File: src/rtl/al422_bam_pkg.sv
// Shared state encoding and width helpers for the AL422 BAM row scheduler.
package al422_bam_pkg;

  typedef enum logic [2:0] {
    S_IDLE,
    S_SHIFT_GO,
    S_SHIFT_WAIT,
    S_OE_WAIT,
    S_LATCH,
    S_OE_GO,
    S_DRAIN,
    S_GHOST
  } sched_state_e;

  function automatic int idx_width(input int n);
    return (n > 1) ? $clog2(n) : 1;
  endfunction

  function automatic int max2(input int a, input int b);
    return (a > b) ? a : b;
  endfunction

endpackage

File: src/rtl/al422_bam_pulse_timer.sv
// Load/countdown interval timer; done_o is high on the last clock of a loaded interval.
module al422_bam_pulse_timer #(
  parameter int W = 3
) (
  input  logic         clk_i,
  input  logic         rst_i,
  input  logic         load_i,
  input  logic [W-1:0] load_val_i,
  output logic         done_o
);

  logic [W-1:0] count_q, count_d;

  always_comb begin
    count_d = count_q;
    if (load_i) begin
      count_d = load_val_i;
    end else if (count_q != '0) begin
      count_d = count_q - 1'b1;
    end
  end

  always_ff @(posedge clk_i) begin
    if (rst_i) begin
      count_q <= '0;
    end else begin
      count_q <= count_d;
    end
  end

  assign done_o = (count_q == W'(1));

endmodule

File: src/rtl/al422_bam_row_scheduler.sv
// Frame sequencer for the BAM LED panel: shift, latch and OE per (row, plane).
// Optional anti-ghosting blank on row changes is enabled by BAM_SCHED_GHOST_BLANK_EN.
module al422_bam_row_scheduler
  import al422_bam_pkg::*;
#(
  parameter int ROWS        = 16,
  parameter int BITS        = 8,
  parameter int LATCH_WIDTH = 2,
  parameter int GHOST_DELAY = 4,
  localparam int ROW_W      = idx_width(ROWS),
  localparam int BIT_W      = idx_width(BITS)
) (
  input  logic             in_clk,
  input  logic             in_rst,
  input  logic             frame_start,
  output logic             shift_start,
  output logic [ROW_W-1:0] shift_row,
  output logic [BIT_W-1:0] shift_bit,
  input  logic             shift_busy,
  output logic             oe_start,
  output logic [BIT_W-1:0] oe_bit,
  input  logic             oe_busy,
  output logic             led_lat,
  output logic [ROW_W-1:0] led_row,
  output logic             frame_done,
  output logic             sched_busy
);

  localparam int TMR_W = idx_width(max2(LATCH_WIDTH, GHOST_DELAY) + 1);
  localparam logic [ROW_W-1:0] LAST_ROW = ROW_W'(ROWS - 1);
  localparam logic [BIT_W-1:0] LAST_BIT = BIT_W'(BITS - 1);

  sched_state_e     state_q, state_d;
  logic [ROW_W-1:0] row_q, row_d;
  logic [BIT_W-1:0] bit_q, bit_d;
  logic [BIT_W-1:0] oeBit_q, oeBit_d;
  logic [ROW_W-1:0] ledRow_q, ledRow_d;
  logic             pend_q, pend_d;
  logic             skip_q, skip_d;
  logic             tmrLoad;
  logic [TMR_W-1:0] tmrVal;
  logic             tmrDone;
  logic             frameDone;
`ifdef BAM_SCHED_GHOST_BLANK_EN
  logic             rowChg_q, rowChg_d;
`endif

  // Latch width and ghost blank never overlap, so one timer serves both.
  al422_bam_pulse_timer #(
    .W (TMR_W)
  ) u_timer (
    .clk_i      (in_clk),
    .rst_i      (in_rst),
    .load_i     (tmrLoad),
    .load_val_i (tmrVal),
    .done_o     (tmrDone)
  );

  always_comb begin
    state_d   = state_q;
    row_d     = row_q;
    bit_d     = bit_q;
    oeBit_d   = oeBit_q;
    ledRow_d  = ledRow_q;
    pend_d    = pend_q;
    skip_d    = 1'b0;
    tmrLoad   = 1'b0;
    tmrVal    = TMR_W'(LATCH_WIDTH);
    frameDone = 1'b0;
`ifdef BAM_SCHED_GHOST_BLANK_EN
    rowChg_d  = rowChg_q;
`endif

    if (frame_start && (state_q != S_IDLE)) begin
      pend_d = 1'b1;
    end

    case (state_q)
      S_IDLE: begin
        if (frame_start || pend_q) begin
          row_d   = '0;
          bit_d   = '0;
          pend_d  = 1'b0;
          state_d = S_SHIFT_GO;
        end
      end
      S_SHIFT_GO: begin
        skip_d  = 1'b1;
        state_d = S_SHIFT_WAIT;
      end
      S_SHIFT_WAIT: begin
        if (!skip_q && !shift_busy) begin
          state_d = S_OE_WAIT;
        end
      end
      S_OE_WAIT: begin
        if (!oe_busy) begin
          ledRow_d = row_q;
          tmrLoad  = 1'b1;
          state_d  = S_LATCH;
`ifdef BAM_SCHED_GHOST_BLANK_EN
          rowChg_d = (row_q != ledRow_q);
`endif
        end
      end
      S_LATCH: begin
        if (tmrDone) begin
`ifdef BAM_SCHED_GHOST_BLANK_EN
          if (rowChg_q && (GHOST_DELAY > 0)) begin
            tmrLoad = 1'b1;
            tmrVal  = TMR_W'(GHOST_DELAY);
            state_d = S_GHOST;
          end else begin
            state_d = S_OE_GO;
          end
`else
          state_d = S_OE_GO;
`endif
        end
      end
      S_GHOST: begin
        if (tmrDone) begin
          state_d = S_OE_GO;
        end
      end
      S_OE_GO: begin
        // Explicit wrap so non-power-of-two geometries never run past the last index.
        if (bit_q == LAST_BIT) begin
          bit_d = '0;
          row_d = (row_q == LAST_ROW) ? '0 : row_q + 1'b1;
        end else begin
          bit_d = bit_q + 1'b1;
        end
        if ((row_q == LAST_ROW) && (bit_q == LAST_BIT)) begin
          skip_d  = 1'b1;
          state_d = S_DRAIN;
        end else begin
          state_d = S_SHIFT_GO;
        end
      end
      S_DRAIN: begin
        if (!skip_q && !oe_busy) begin
          frameDone = 1'b1;
          state_d   = S_IDLE;
        end
      end
      default: state_d = S_IDLE;
    endcase

    if (state_d == S_OE_GO) begin
      oeBit_d = bit_q;
    end
  end

  always_ff @(posedge in_clk) begin
    if (in_rst) begin
      state_q  <= S_IDLE;
      row_q    <= '0;
      bit_q    <= '0;
      oeBit_q  <= '0;
      ledRow_q <= '0;
      pend_q   <= 1'b0;
      skip_q   <= 1'b0;
    end else begin
      state_q  <= state_d;
      row_q    <= row_d;
      bit_q    <= bit_d;
      oeBit_q  <= oeBit_d;
      ledRow_q <= ledRow_d;
      pend_q   <= pend_d;
      skip_q   <= skip_d;
    end
  end

`ifdef BAM_SCHED_GHOST_BLANK_EN
  always_ff @(posedge in_clk) begin
    if (in_rst) begin
      rowChg_q <= 1'b0;
    end else begin
      rowChg_q <= rowChg_d;
    end
  end
`endif

  assign shift_start = (state_q == S_SHIFT_GO);
  assign shift_row   = row_q;
  assign shift_bit   = bit_q;
  assign oe_start    = (state_q == S_OE_GO);
  assign oe_bit      = oeBit_q;
  assign led_lat     = (state_q == S_LATCH);
  assign led_row     = ledRow_q;
  assign frame_done  = frameDone;
  assign sched_busy  = (state_q != S_IDLE);

endmodule

File: config.mk
export PLATFORM = sky130hd
export DESIGN_NAME = al422_bam_row_scheduler
export DESIGN_NICKNAME = d
export VERILOG_FILES = /design/src/rtl/al422_bam_pkg.sv /design/src/rtl/al422_bam_pulse_timer.sv /design/src/rtl/al422_bam_row_scheduler.sv
export SDC_FILE = /design/constraint.sdc
export NUM_CORES = 1
export LEC_CHECK = 0
export CORE_UTILIZATION = 45
export DETAILED_ROUTE_END_ITERATION = 16
export PLACE_DENSITY = 0.71
export SLEW_MARGIN = 20
export SYNTH_ARGS = -nofsm -noshare
export SYNTH_HDL_FRONTEND = slang
export SYNTH_HIERARCHICAL = 1
export SYNTH_SLANG_ARGS = --single-unit
File: constraint.sdc
create_clock -name in_clk -period 2 [get_ports in_clk]
set_input_delay 0.6 -clock in_clk [delete_from_list [all_inputs] [get_ports in_clk]]
set_output_delay 0.6 -clock in_clk [all_outputs]
set_load 0.05 [all_outputs]
==> flow_metrics.py <==
metrics = {
    "hold_path": {
        "hold_depth": 2,
        "hold_path_class": "register to register",
        "hp-start": "led_row[2]$_SDFFE_PP0P_",
    },
    "logic_synthesis": {
        "synth_edf_count": 0,
        "synth-seq-cells": 22,
        "syn_area_per_cell_um2": 9.14,
        "yosysWarnings": 6,
        "synth.distinct_cells": 45,
        "synth_cells": 130,
        "yosysSeqAreaShare_pct": 37.1,
        "synth_ff_type": "dfxtp_1",
        "synth_area_mm2": 0.00119,
        "postSynth.asyncResetShare_pct": 0,
    },
    "place": {
        "place_ws_ps": -266,
        "port_buffers": 23,
        "place_congestion": 0.777,
        "dp.cells": 187,
        "hpwlAfterDp_um": 2000,
    },
    "floorplan": {
        "pin_count": 24,
        "initial_core_util_pct": 48.0,
        "coreArea_mm2": 0.00248,
        "die_w_um": 53.4,
        "die_h_um": 53.4,
        "dieArea_mm2": 0.00285,
        "rows": 18,
    },
    "timing": {
        "rsz0062_at_grt": "true",
        "fin_skew_ps": 6.51,
        "drv_slew": 0,
        "finalSetupViolations": 0,
        "timing.hold.ws_ps": 517,
        "layout_worst_path_cycle_share_pct": 97.9,
        "max_freq_mhz": 510,
        "period_needed_ps": 1960,
        "final_hold_viol_count": 0,
        "tns_ps": 0,
        "fin_ws_ps": 41.1,
    },
    "worst_setup_path": {
        "arrival_ps": 1360,
        "startpoint": "state_q[1]$_SDFF_PP0_",
        "r2r_start": "shift_bit[0]$_SDFFE_PP0P_",
        "critical_path_class": "register to output port",
        "required_ps": 1400,
        "path_cells": "inv_2, or3_4, nor2_4, buf_12",
        "end_kind": "output port",
        "critPathBufInv": 2,
        "cp_top_family": "simple AND/OR/NAND/NOR gates",
        "crit_path_max_incr_delay_ps": 380,
        "cpMaxStageDelayCell": "or3_4",
        "reg2reg_depth": 5,
        "worstPathMaxFanout": 5,
        "cp-start-kind": "register",
        "path_depth": 4,
    },
    "grt": {
        "grt_util_all_layers_pct": 21.4,
        "grt_start_max_net_pins": 21,
        "grt_pass1_wl_um": 4350,
        "antenna_found_initial": 0,
        "grt_pass1_vias": 993,
        "grt-ovfl-total": 0,
    },
    "cells_and_area": {
        "fin_cells": 192,
        "final_common_cell": "buf_4",
        "nets": 174,
        "syn_to_final_growth_pct": 30.4,
        "fill_cells": 212,
        "layout_common_cells": "buf_4 (24), dfxtp_1 (19), nor2_1 (16), nand2_1 (7), mux2i_1 (7)",
        "fin_util_pct": 62.6,
        "drive_above_1_share_pct": 31.5,
        "n_antenna_cell": 0,
    },
    "clock_network": {
        "ctsHoldBuffers": 0,
        "cts_max_path_buffers": 2,
        "clk_pin_slew_ps": 120,
        "numCtsBuffers": 3,
        "cts.sinks": 22,
        "tritoncts": "yes",
        "clk-insertion-delay-late_ps": 310,
        "htree_levels": 1,
        "cts-root-buf": "clkbuf_4",
    },
    "drt": {
        "wl_per_cell_um": 13.9,
        "drc_errors": 0,
        "drt-pass1-iter-count": 4,
        "routed_wl_um": 2680,
        "viasPerCell": 5.44,
        "first_iter_violations": 25,
        "vias": 1045,
        "drtAntennaViolNets": 0,
    },
    "pwr": {
        "p_leak_uw": 0.000657,
        "power_density_mw_per_mm2": 737,
        "ir_drop_mv": 0.646,
    },
    "outcome": {
        "status": "finished clean",
    },
    "run": {
        "drv_cap": 0,
    },
}
## layer usage
metal	vias up	routed length [um]	part of all wire (%)	global-route usage, %
met2	23	1360	51	36.3
met3	4	97	3.6	3.45
met1	496	1190	45	26.7
li1	522	-	-	-
met4	0	31	1.2	7.89
met5	-	0	0	0
## timing repair
action / CTS / global route
setup endpoints to repair: 4 / 3
setup buffers: 1 / 0
gates resized for setup: 8 / 2
pin swaps: 2 / 2
## per-stage QoR
| step | area [um2] | total power (uW) |
|---|---|---|
| detailed placement | 1500 | 899 |
| CTS | 1550 | 1150 |
| global route | 1550 | 1220 |
| floorplan | 1190 | 787 |
| global placement | 1500 | 880 |
| finish | 1550 | 1140 |
## synthesized netlist by cell type (2+ instances only)
| library cell | n | share of area [%] |
|---|---|---|
| conb_1 | 2 | 0.63 |
| ha_1 | 6 | 6.3 |
| o31ai_1 | 2 | 1.3 |
| nand2_1 | 7 | 2.2 |
| a311oi_1 | 2 | 1.5 |
| nand4_1 | 2 | 1.1 |
| buf_2 | 2 | 0.84 |
| nor2_1 | 17 | 5.4 |
| a22o_1 | 3 | 2.2 |
| o21ai_0 | 2 | 0.84 |
| a21o_1 | 2 | 1.3 |
| nor3_1 | 2 | 0.84 |
| inv_1 | 5 | 1.6 |
| nand2b_1 | 2 | 1.1 |
| dfxtp_1 | 22 | 37 |
| a21oi_1 | 6 | 2.5 |
| a2111oi_1 | 2 | 1.7 |
| a311oi_2 | 2 | 2.5 |
| a21oi_2 | 2 | 1.5 |
| buf_6 | 3 | 2.8 |
| nor4b_1 | 2 | 1.5 |
| mux2i_1 | 7 | 5.9 |
| nor2b_1 | 6 | 3.2 |
## layout make-up
class / count / area (um2) / share of cell area [%]
inverter: 6 / 22.5 / 1.45
tap: 30 / 37.5 / 2.42
sequential: 22 / 444 / 28.7
timing repair buffer: 33 / 315 / 20.3
clock buffer: 4 / 36.3 / 2.34
multi-input combinational: 97 / 694 / 44.8
## worst reg2reg max path, delay by kind of cell (launching register included)
kind | cells | cell delay, ps
flip-flops | 1 | 420
adder cells (fa/ha/maj) | 2 | 460
AND/OR/NAND/NOR | 1 | 280
AO/OA/AOI/OAI | 2 | 410
## worst paths after layout
kind              slack, ps                       to
setup / recovery         40               frame_done
hold / removal          520  led_row[2]$_SDFFE_PP0P_
setup reg to reg        320    state_q[0]$_SDFF_PP0_
hold reg to reg         520  led_row[2]$_SDFFE_PP0P_
## sequential cells by signal (all words and copies together), names as in the netlist
name and flops:
led_row 4, oe_bit 3, pend_q 1, shift_bit 3, shift_row 4, skip_q 1, state_q 3, u_timer/count_q 3
## logic make-up (layout without fill, tap and decap cells)
family | Yosys count | after routing | synth area share (%)
DFF | 22 | 22 | 37.1
adders and majority gates | 6 | 6 | 6.32
and+or+nand+nor | 52 | 52 | 25.3
other | 2 | 3 | 0.632
muxes | 7 | 7 | 5.89
buffers and inverters | 12 | 43 | 5.89
AOI/OAI and AO/OA | 29 | 29 | 18.9
## where the power goes
part | leakage, uW | switching [uW] | internal (uW)
sequential | 0.000180 | 42.3 | 477
clock | 0.0000210 | 138 | 111
combinational | 0.000456 | 185 | 190
Note: power is estimated with default switching activity, not from simulation.
